<file path="src/rtl/mem_stage_pkg.sv">
// mem_stage_pkg: FSM states, writeback select, alignment mask and MEM/WB record for mem_stage
package mem_stage_pkg;
    typedef enum logic [1:0] {S_IDLE, S_REQ, S_RDATA, S_DONE} state_e;
    typedef enum logic [1:0] {WB_ALU, WB_LOAD, WB_PC4} wb_sel_e;
    localparam logic [1:0] ALIGN_MASK = 2'b11;
    typedef struct packed {
        logic       valid;
        logic       reg_write;
        logic [4:0] rd;
        logic       misalign;
        logic       bus_err;
    } mem_wb_t;
    function automatic wb_sel_e wb_select(input logic jal, input logic mem_to_reg);
        return jal ? WB_PC4 : mem_to_reg ? WB_LOAD : WB_ALU;
    endfunction
endpackage

</file>
<file path="src/rtl/mem_stage_mem_wb.sv">
// mem_wb: MEM/WB pipeline register; a bubble retires nothing but still carries error pulses
module mem_wb
    import mem_stage_pkg::*;
#(
    parameter int XLEN = 32
) (
    input  logic            clk,
    input  logic            reset,
    input  logic            bubble,
    input  mem_wb_t         d,
    input  logic [XLEN-1:0] d_wdata,
    output mem_wb_t         q,
    output logic [XLEN-1:0] q_wdata
);
    always_ff @(posedge clk) begin
        if (reset) begin
            q       <= '0;
            q_wdata <= '0;
        end else if (bubble) begin
            q       <= '{valid: 1'b0, reg_write: 1'b0, rd: 5'd0, misalign: d.misalign, bus_err: d.bus_err};
            q_wdata <= '0;
        end else begin
            q       <= d;
            q_wdata <= d_wdata;
        end
    end
endmodule

</file>
<file path="src/rtl/mem_stage.sv">
// mem_stage: memory-access stage with req/gnt/rvalid bus FSM and MEM/WB register; MEM_STAGE_TIMEOUT_EN adds a bus timeout
module mem_stage
    import mem_stage_pkg::*;
#(
    parameter int XLEN           = 32,
    parameter int TIMEOUT_CYCLES = 255
) (
    input  logic            clk,
    input  logic            reset,
    input  logic [XLEN-1:0] mem_alu_result,
    input  logic [XLEN-1:0] mem_rs2_val,
    input  logic [4:0]      mem_rd,
    input  logic            mem_mem_read,
    input  logic            mem_mem_write,
    input  logic            mem_reg_write,
    input  logic            mem_mem_to_reg,
    input  logic            mem_jal,
    input  logic [XLEN-1:0] mem_pc_plus4,
    output logic            dbus_req,
    output logic            dbus_we,
    output logic [XLEN-1:0] dbus_addr,
    output logic [XLEN-1:0] dbus_wdata,
    input  logic            dbus_gnt,
    input  logic            dbus_rvalid,
    input  logic [XLEN-1:0] dbus_rdata,
    output logic            mem_stall,
    output logic            wb_valid,
    output logic            wb_reg_write,
    output logic [4:0]      wb_rd,
    output logic [XLEN-1:0] wb_wdata,
    output logic            misalign_err,
    output logic            bus_err
);
    state_e          state_q, state_d;
    logic            access, aligned, bubble, misalign, tmo_hit, tmo_q, bus_err_now;
    logic [XLEN-1:0] rdata_q, wdata_d;
    wb_sel_e         sel;
    mem_wb_t         wb_d, wb_q;

    assign access  = mem_mem_read || mem_mem_write;
    assign aligned = (mem_alu_result[1:0] & ALIGN_MASK) == 2'b00;

`ifdef MEM_STAGE_TIMEOUT_EN
    localparam int CW = $clog2(TIMEOUT_CYCLES + 1);
    logic [CW-1:0] cnt_q;
    logic          busy, progress;
    assign busy     = state_q == S_REQ || state_q == S_RDATA;
    assign progress = (state_q == S_REQ && dbus_gnt) || (state_q == S_RDATA && dbus_rvalid);
    assign tmo_hit  = busy && !progress && cnt_q >= CW'(TIMEOUT_CYCLES - 1);
    always_ff @(posedge clk) begin
        if (reset || state_q == S_IDLE) begin
            cnt_q <= '0;
            tmo_q <= 1'b0;
        end else if (busy) begin
            cnt_q <= cnt_q + 1'b1;
            tmo_q <= tmo_hit;
        end
    end
`else
    assign tmo_hit = 1'b0;
    assign tmo_q   = 1'b0;
`endif

    always_ff @(posedge clk) begin
        if (reset) begin
            state_q <= S_IDLE;
            rdata_q <= '0;
        end else begin
            state_q <= state_d;
            if (state_q == S_RDATA && dbus_rvalid) rdata_q <= dbus_rdata;
        end
    end

    // Bus progress outranks a timeout landing in the same cycle
    always_comb begin
        state_d   = state_q;
        mem_stall = 1'b0;
        bubble    = 1'b0;
        misalign  = 1'b0;
        case (state_q)
            S_IDLE: begin
                mem_stall = access && aligned;
                bubble    = access;
                misalign  = access && !aligned;
                state_d   = (access && aligned) ? S_REQ : S_IDLE;
            end
            S_REQ: begin
                mem_stall = 1'b1;
                bubble    = 1'b1;
                state_d   = dbus_gnt ? (mem_mem_write ? S_DONE : S_RDATA) : tmo_hit ? S_DONE : S_REQ;
            end
            S_RDATA: begin
                mem_stall = 1'b1;
                bubble    = 1'b1;
                state_d   = (dbus_rvalid || tmo_hit) ? S_DONE : S_RDATA;
            end
            default: state_d = S_IDLE;
        endcase
    end

    assign dbus_req    = state_q == S_REQ;
    assign dbus_we     = dbus_req && mem_mem_write;
    assign dbus_addr   = mem_alu_result;
    assign dbus_wdata  = mem_rs2_val;
    assign bus_err_now = state_q == S_DONE && tmo_q;
    assign sel         = wb_select(mem_jal, mem_mem_to_reg);
    assign wdata_d     = sel == WB_PC4 ? mem_pc_plus4 : sel == WB_LOAD ? rdata_q : mem_alu_result;
    assign wb_d        = '{valid: 1'b1, reg_write: mem_reg_write && !mem_mem_write && !bus_err_now,
                           rd: mem_rd, misalign: misalign, bus_err: bus_err_now};

    mem_wb #(.XLEN(XLEN)) u_mem_wb (
        .clk     (clk),
        .reset   (reset),
        .bubble  (bubble),
        .d       (wb_d),
        .d_wdata (wdata_d),
        .q       (wb_q),
        .q_wdata (wb_wdata)
    );

    assign wb_valid     = wb_q.valid;
    assign wb_reg_write = wb_q.reg_write;
    assign wb_rd        = wb_q.rd;
    assign misalign_err = wb_q.misalign;
    assign bus_err      = wb_q.bus_err;
endmodule
</file>
<file path="config.mk">
export PLATFORM = sky130hd
export DESIGN_NAME = mem_stage
export DESIGN_NICKNAME = d
export VERILOG_FILES = /design/src/rtl/mem_stage_pkg.sv /design/src/rtl/mem_stage_mem_wb.sv /design/src/rtl/mem_stage.sv
export SDC_FILE = /design/constraint.sdc
export NUM_CORES = 1
export LEC_CHECK = 0
export CAP_MARGIN = 25
export CELL_PAD_IN_SITES_DETAIL_PLACEMENT = 0
export CELL_PAD_IN_SITES_GLOBAL_PLACEMENT = 1
export CORE_UTILIZATION = 26
export DETAILED_ROUTE_END_ITERATION = 16
export GPL_TIMING_DRIVEN = 0
export PLACE_DENSITY = 0.94
export SKIP_LAST_GASP = 1
export SLEW_MARGIN = 15
export SYNTH_ARGS = -nofsm -noshare
export SYNTH_HDL_FRONTEND = slang
export SYNTH_SLANG_ARGS = --single-unit
</file>
<file path="constraint.sdc">
create_clock -name clk -period 3.3 [get_ports clk]
set_clock_uncertainty 0.05 [all_clocks]
set_input_delay 0.66 -clock clk [delete_from_list [all_inputs] [get_ports clk]]
set_output_delay 0.66 -clock clk [all_outputs]
set_load 0.02 [all_outputs]
</file>
# Word-level counts from Yosys, hierarchy flattened
# Index checks and enable logic that the tools add are counted.
# totals
ff_bits	75
latch_bits	0
mem_bits_rw	0
rom_bits	0
input_bits	142
out_inout_bits	108
elab_cells	37
memories	0
# op_classes
n_addsub	0
multipliers	0
div_mod_pow	0
order_cmp	0
n_eq_ne	4
n_shift	0
muxes	13
n_bitwise	0
n_reduce_logical	12
# ops
operator	n
two-way mux 32 bit	2
two-way mux 9 bit	1
one-hot mux 2 bit (3 select lines)	1
logical AND 1 bit	5
two-way mux 1 bit	5
equality test 2 x 1 -> 1 bit (second input constant)	2
equality test 2 bit (second input constant)	2
logical NOT 2 bit	2
two-way mux 2 bit	2
one-hot mux 1 bit (2 select lines)	2
OR reduction 2 bit	2
logical NOT 1 bit	2
logical OR 1 bit	1

# Depth between registers and ports, before layout
# logic_depth
word_depth	5
ltp_mapped	7
ltp_nobuf	5

# Cells and area by module
# A second synthesis with hierarchy kept.
# unflattened
hier_cells	427
hier_area_um2	3717.3
# modules_own_cells
mod	n_inst	cells_per_inst	area_per_inst_um2	seq_area_each_um2
mem_stage	1	337	2488.6	680.7
mem_wb	1	90	1228.7	820.8

# Worst setup path after synthesis
# Ideal clock, no wire load.
# synth_timing
path_kind	input port to output port
start	in mem_mem_read
end	out mem_stall
arrival_time_ns	1.281
t_required_ns	2.590
slack_ns	1.309
path_stages	3
n_path_buf	0
cell_sequence	o21ai_1 -> nand2b_1 -> a21oi_1
# synth_via
elab_chain_cells	3
# synth_rtl
element	line_no	text
from (decl)	mem_stage.sv:13	input logic mem_mem_read,
logical OR 1 bit	mem_stage.sv:40	assign access = mem_mem_read || mem_mem_write;
logical AND 1 bit	mem_stage.sv:82	mem_stall = access && aligned;
one-hot mux 1 bit (2 select lines)	mem_stage.sv:80	case (state_q)
to (decl)	mem_stage.sv:26	output logic mem_stall,
# Every way passes these cells.

# Worst setup path in the final report
# layout_timing
start	in mem_mem_write
end	out mem_stall
# layout_via
elab_chain_cells	3
# layout_rtl
element	line_no	text
from (decl)	mem_stage.sv:14	input logic mem_mem_write,
logical OR 1 bit	mem_stage.sv:40	
logical AND 1 bit	mem_stage.sv:82	
one-hot mux 1 bit (2 select lines)	mem_stage.sv:80	
# Every way passes these cells.

==> summary by stage <==
Clock network
The later pin in the worst-skew pair is clocked with a latency of 330 ps. The clock passes through at most 2 buffers. The setup fix buffers added after clock tree synthesis is 0. The master cell of the clock root buffer is clkbuf_16.

The number of clock buffers added by TritonCTS is 9. The clock net in this run drives a total of 74 sinks. The hold buffer count at CTS is 0. The TritonCTS clock tree is done. The register clock-pin slew on the reported worst setup and hold paths is around 60 ps. The H-tree was split into 3 levels. Gates resized during post-CTS repair numbered 0.

Timing
After layout, the worst setup slack is between 300 and 400 ps. The worst slew slack as a fraction of its limit is 0.644. The final count of hold timing violations came to 0.

The minimum hold slack is slightly above 400 ps. The setup-violating endpoint count in the final report is 0. The slew of the pin with the lowest slew margin is 534 ps. The clock period could shrink to 2980 ps.

Setup total negative slack on the finished layout was measured at 0 ps. The max-slew violation count is 0. The final worst-path cycle share is 0.903.

Setup repair after global routing left no endpoint under its margin. The maximum achievable frequency is 336 MHz.

Final layout
The finished cells cover between 6000 and 7000 sq um. For this run, the share of the core covered by cells in the final layout is 0.459. The growth of design area from synthesis to finish is 72.8%. The final cell count without fillers is 800. The repair_antennas step left the layout with diodes totalling 0.

In the final design database the tool counted about 760 nets. The share of final-layout standard cells stronger than drive strength 1 is 0.213. The count of filler cells inserted in the layout is approximately 1,300.

Place
Once placement completed, the tool counted placed cells totaling 784. The standard cell area after detailed placement is around 6000 sq um. The setup slack after placement is 310 ps. The post-DP HPWL is between 8000 and 9000 um. The congestion estimate from routability-driven global placement came to between 0.7 and 0.8.

The count of buffers inserted at the top-level ports is approximately 210.

Global routing
The first global-routing pass estimated 16,400 um of wire. The global-route usage over all layers is 0.147. The via count of the first global-routing pass is approximately 3,400.

The number of antenna violations at the first check in global routing is 0. The largest net degree at the start of global routing is 14. After global routing the overflow that remains totals 0.

Worst setup path
The largest fanout on the critical path is 4. The category of the most critical setup path is primary input to primary output. At the worst endpoint, the required time is around 2600 ps.

The master of the slowest instance on the critical path is clkdlybuf4s50_1. The critical path goes through clkdlybuf4s50_1 > o21ai_1 > nand2b_1 > a21oi_1 > clkdlybuf4s50_1. The critical path's most frequent cell is clkdlybuf4s50_1. Data arrives at the worst endpoint at approximately 2300 ps. In this design, the stage delay of the slowest critical-path cell is 630 ps. The nature of the critical path startpoint is a primary input. The type of destination of the critical path is a primary output.

Route
The count of nets left with antenna violations once routing finished came out at 0. After detailed routing, the average wire length per cell comes to around 13 um. The number of violations reported at the end of detailed-routing iteration 0 is approximately 140. Detailed routing inserted a total of 3,297 vias. The wire length after detailed routing is ~11,000 um. In the routed design, unresolved DRC markers number 0. The routed via count divided by cell count is 4.12.

The first detailed-routing pass took 4 iterations.

Die
The vertical die dimension is about 120 um. In this run the count of I/O pins placed on the die edge is 250. The region available for standard cell placement spans roughly 14,000 sq um.

In this run the core area contains 43 standard-cell rows. The initial standard-cell utilization of the core is 0.266. The die is roughly 120 um wide. The full die area is around 15,000 sq um.

Synth
Synthesis produced a netlist whose cell count is 391. The number of enable-type register cells in the synthesized netlist is 0. The post-synthesis instance area is roughly 3700 sq um. The area share of the leading cell type in the synthesized netlist is 0.403. Synthesis produced a netlist with a net count of roughly 540. The flip-flop and latch count after synthesis is 74. Sorting the synthesized cells by how often they occur yields dfxtp_1, buf_4, nand2_1. Among all cell types in the netlist, the one instantiated most often is dfxtp_1. The count of warnings emitted by yosys is 0. A synthesized cell averages around 9.4 sq um. The fraction of synthesis flops using an asynchronous set or reset pin is 0. After synthesis, the netlist uses 27 different library cells. The synthesized design spends more area on one cell type than any other, namely dfxtp_1.

The sequential fraction of the synthesis area is 0.403. Sorting the synthesized cells by area gives the leading types as dfxtp_1, buf_4, mux2_4, mux2i_1, nand2_1. Among all flip-flop cells after synthesis, the most frequent one is dfxtp_1.

Status
The run finished with clean final reports.

Power and ir drop
Summing internal, switching and leakage power gives between 2 and 3 mW. The power per unit of standard cell area is 408 nW/um^2. IR analysis of the VDD net gives a maximum drop of roughly 230 uV. Summed over all cells, the static leakage comes to between 2 and 3 nW.

Min path
In this run the worst hold path is classified as register to register.

Run
The number of maximum-capacitance constraint violations is 0.
-- per-layer routing --
metal | part of all wire | track usage | wire length, um | vias to the layer above
met2 | 0.51 | 0.270 | 5440 | 160
met4 | 0.0083 | 0.0486 | 89 | 0
met5 | 0 | 0 | 0 | -
met1 | 0.41 | 0.161 | 4400 | 1488
met3 | 0.074 | 0.0428 | 791 | 9
li1 | - | - | - | 1640
-- cells by family (layout without fill, tap and decap cells) --
logic type	after synthesis	after routing	share of synthesized area
adder cells (fa/ha/maj)	4	4	0.0136
multiplexers	64	64	0.216
AO/OA/AOI/OAI	38	38	0.0541
buffers and inverters	98	327	0.193
flip-flops	74	74	0.403
AND/OR/NAND/NOR	112	112	0.119
other	1	1	0.00102
-- power breakdown --
group	switching, mW	internal [mW]	total [mW]
logic	0.245	0.364	0.609
registers	0.0121	0.928	0.940
clock network	0.385	0.660	1.05
-- path summary, 6_finish.rpt --
kind | startpoint | endpoint | slack (ps) | depth (start not counted)
hold / removal | rdata_q[13] | rdata_q[13] | 400 | 2
setup reg to reg | state_q[0] | rdata_q[11] | 1400 | 6
setup / recovery | mem_mem_write | mem_stall | 320 | 5
hold reg to reg | rdata_q[13] | rdata_q[13] | 400 | 2
-- registers in the layout (all words and copies together), names as in the netlist --
name              count
u_mem_wb.q            8
state_q               2
rdata_q              32
u_mem_wb.q_wdata     32
-- cells in the final DEF, fill, tap and decap left out, drive strengths merged --
cell,count
clkdlybuf4s50,213
buf,83
dfxtp,74
nand2,65
nor2,40
a21oi,34
mux2i,32
mux2,32
clkbuf,14
inv,10
ha,4
clkinv,3
and2,2
nor2b,2
bufinv,2
clkinvlp,2
o21ai,2
nand2b,1
a311oi,1
a31oi,1
nor3,1
nor3b,1
conb,1
-- layout make-up --
type / count / area, sq um / area share
clock inverter: 7 / 93.8 / 0.0148
sequential: 74 / 1480 / 0.233
buffer: 88 / 673 / 0.106
inverter: 10 / 37.5 / 0.00591
timing repair buffer: 213 / 2130 / 0.336
clock buffer: 9 / 225 / 0.0355
tap: 180 / 225 / 0.0355
multi-input combinational: 219 / 1480 / 0.234
-- critical path, delay by kind of cell --
family,cells,cell delay (ps)
buffers and inverters,2,1160
AND/OR/NAND/NOR,1,180
AO/OA/AOI/OAI,2,270
Power figures use the tool's default switching activity.
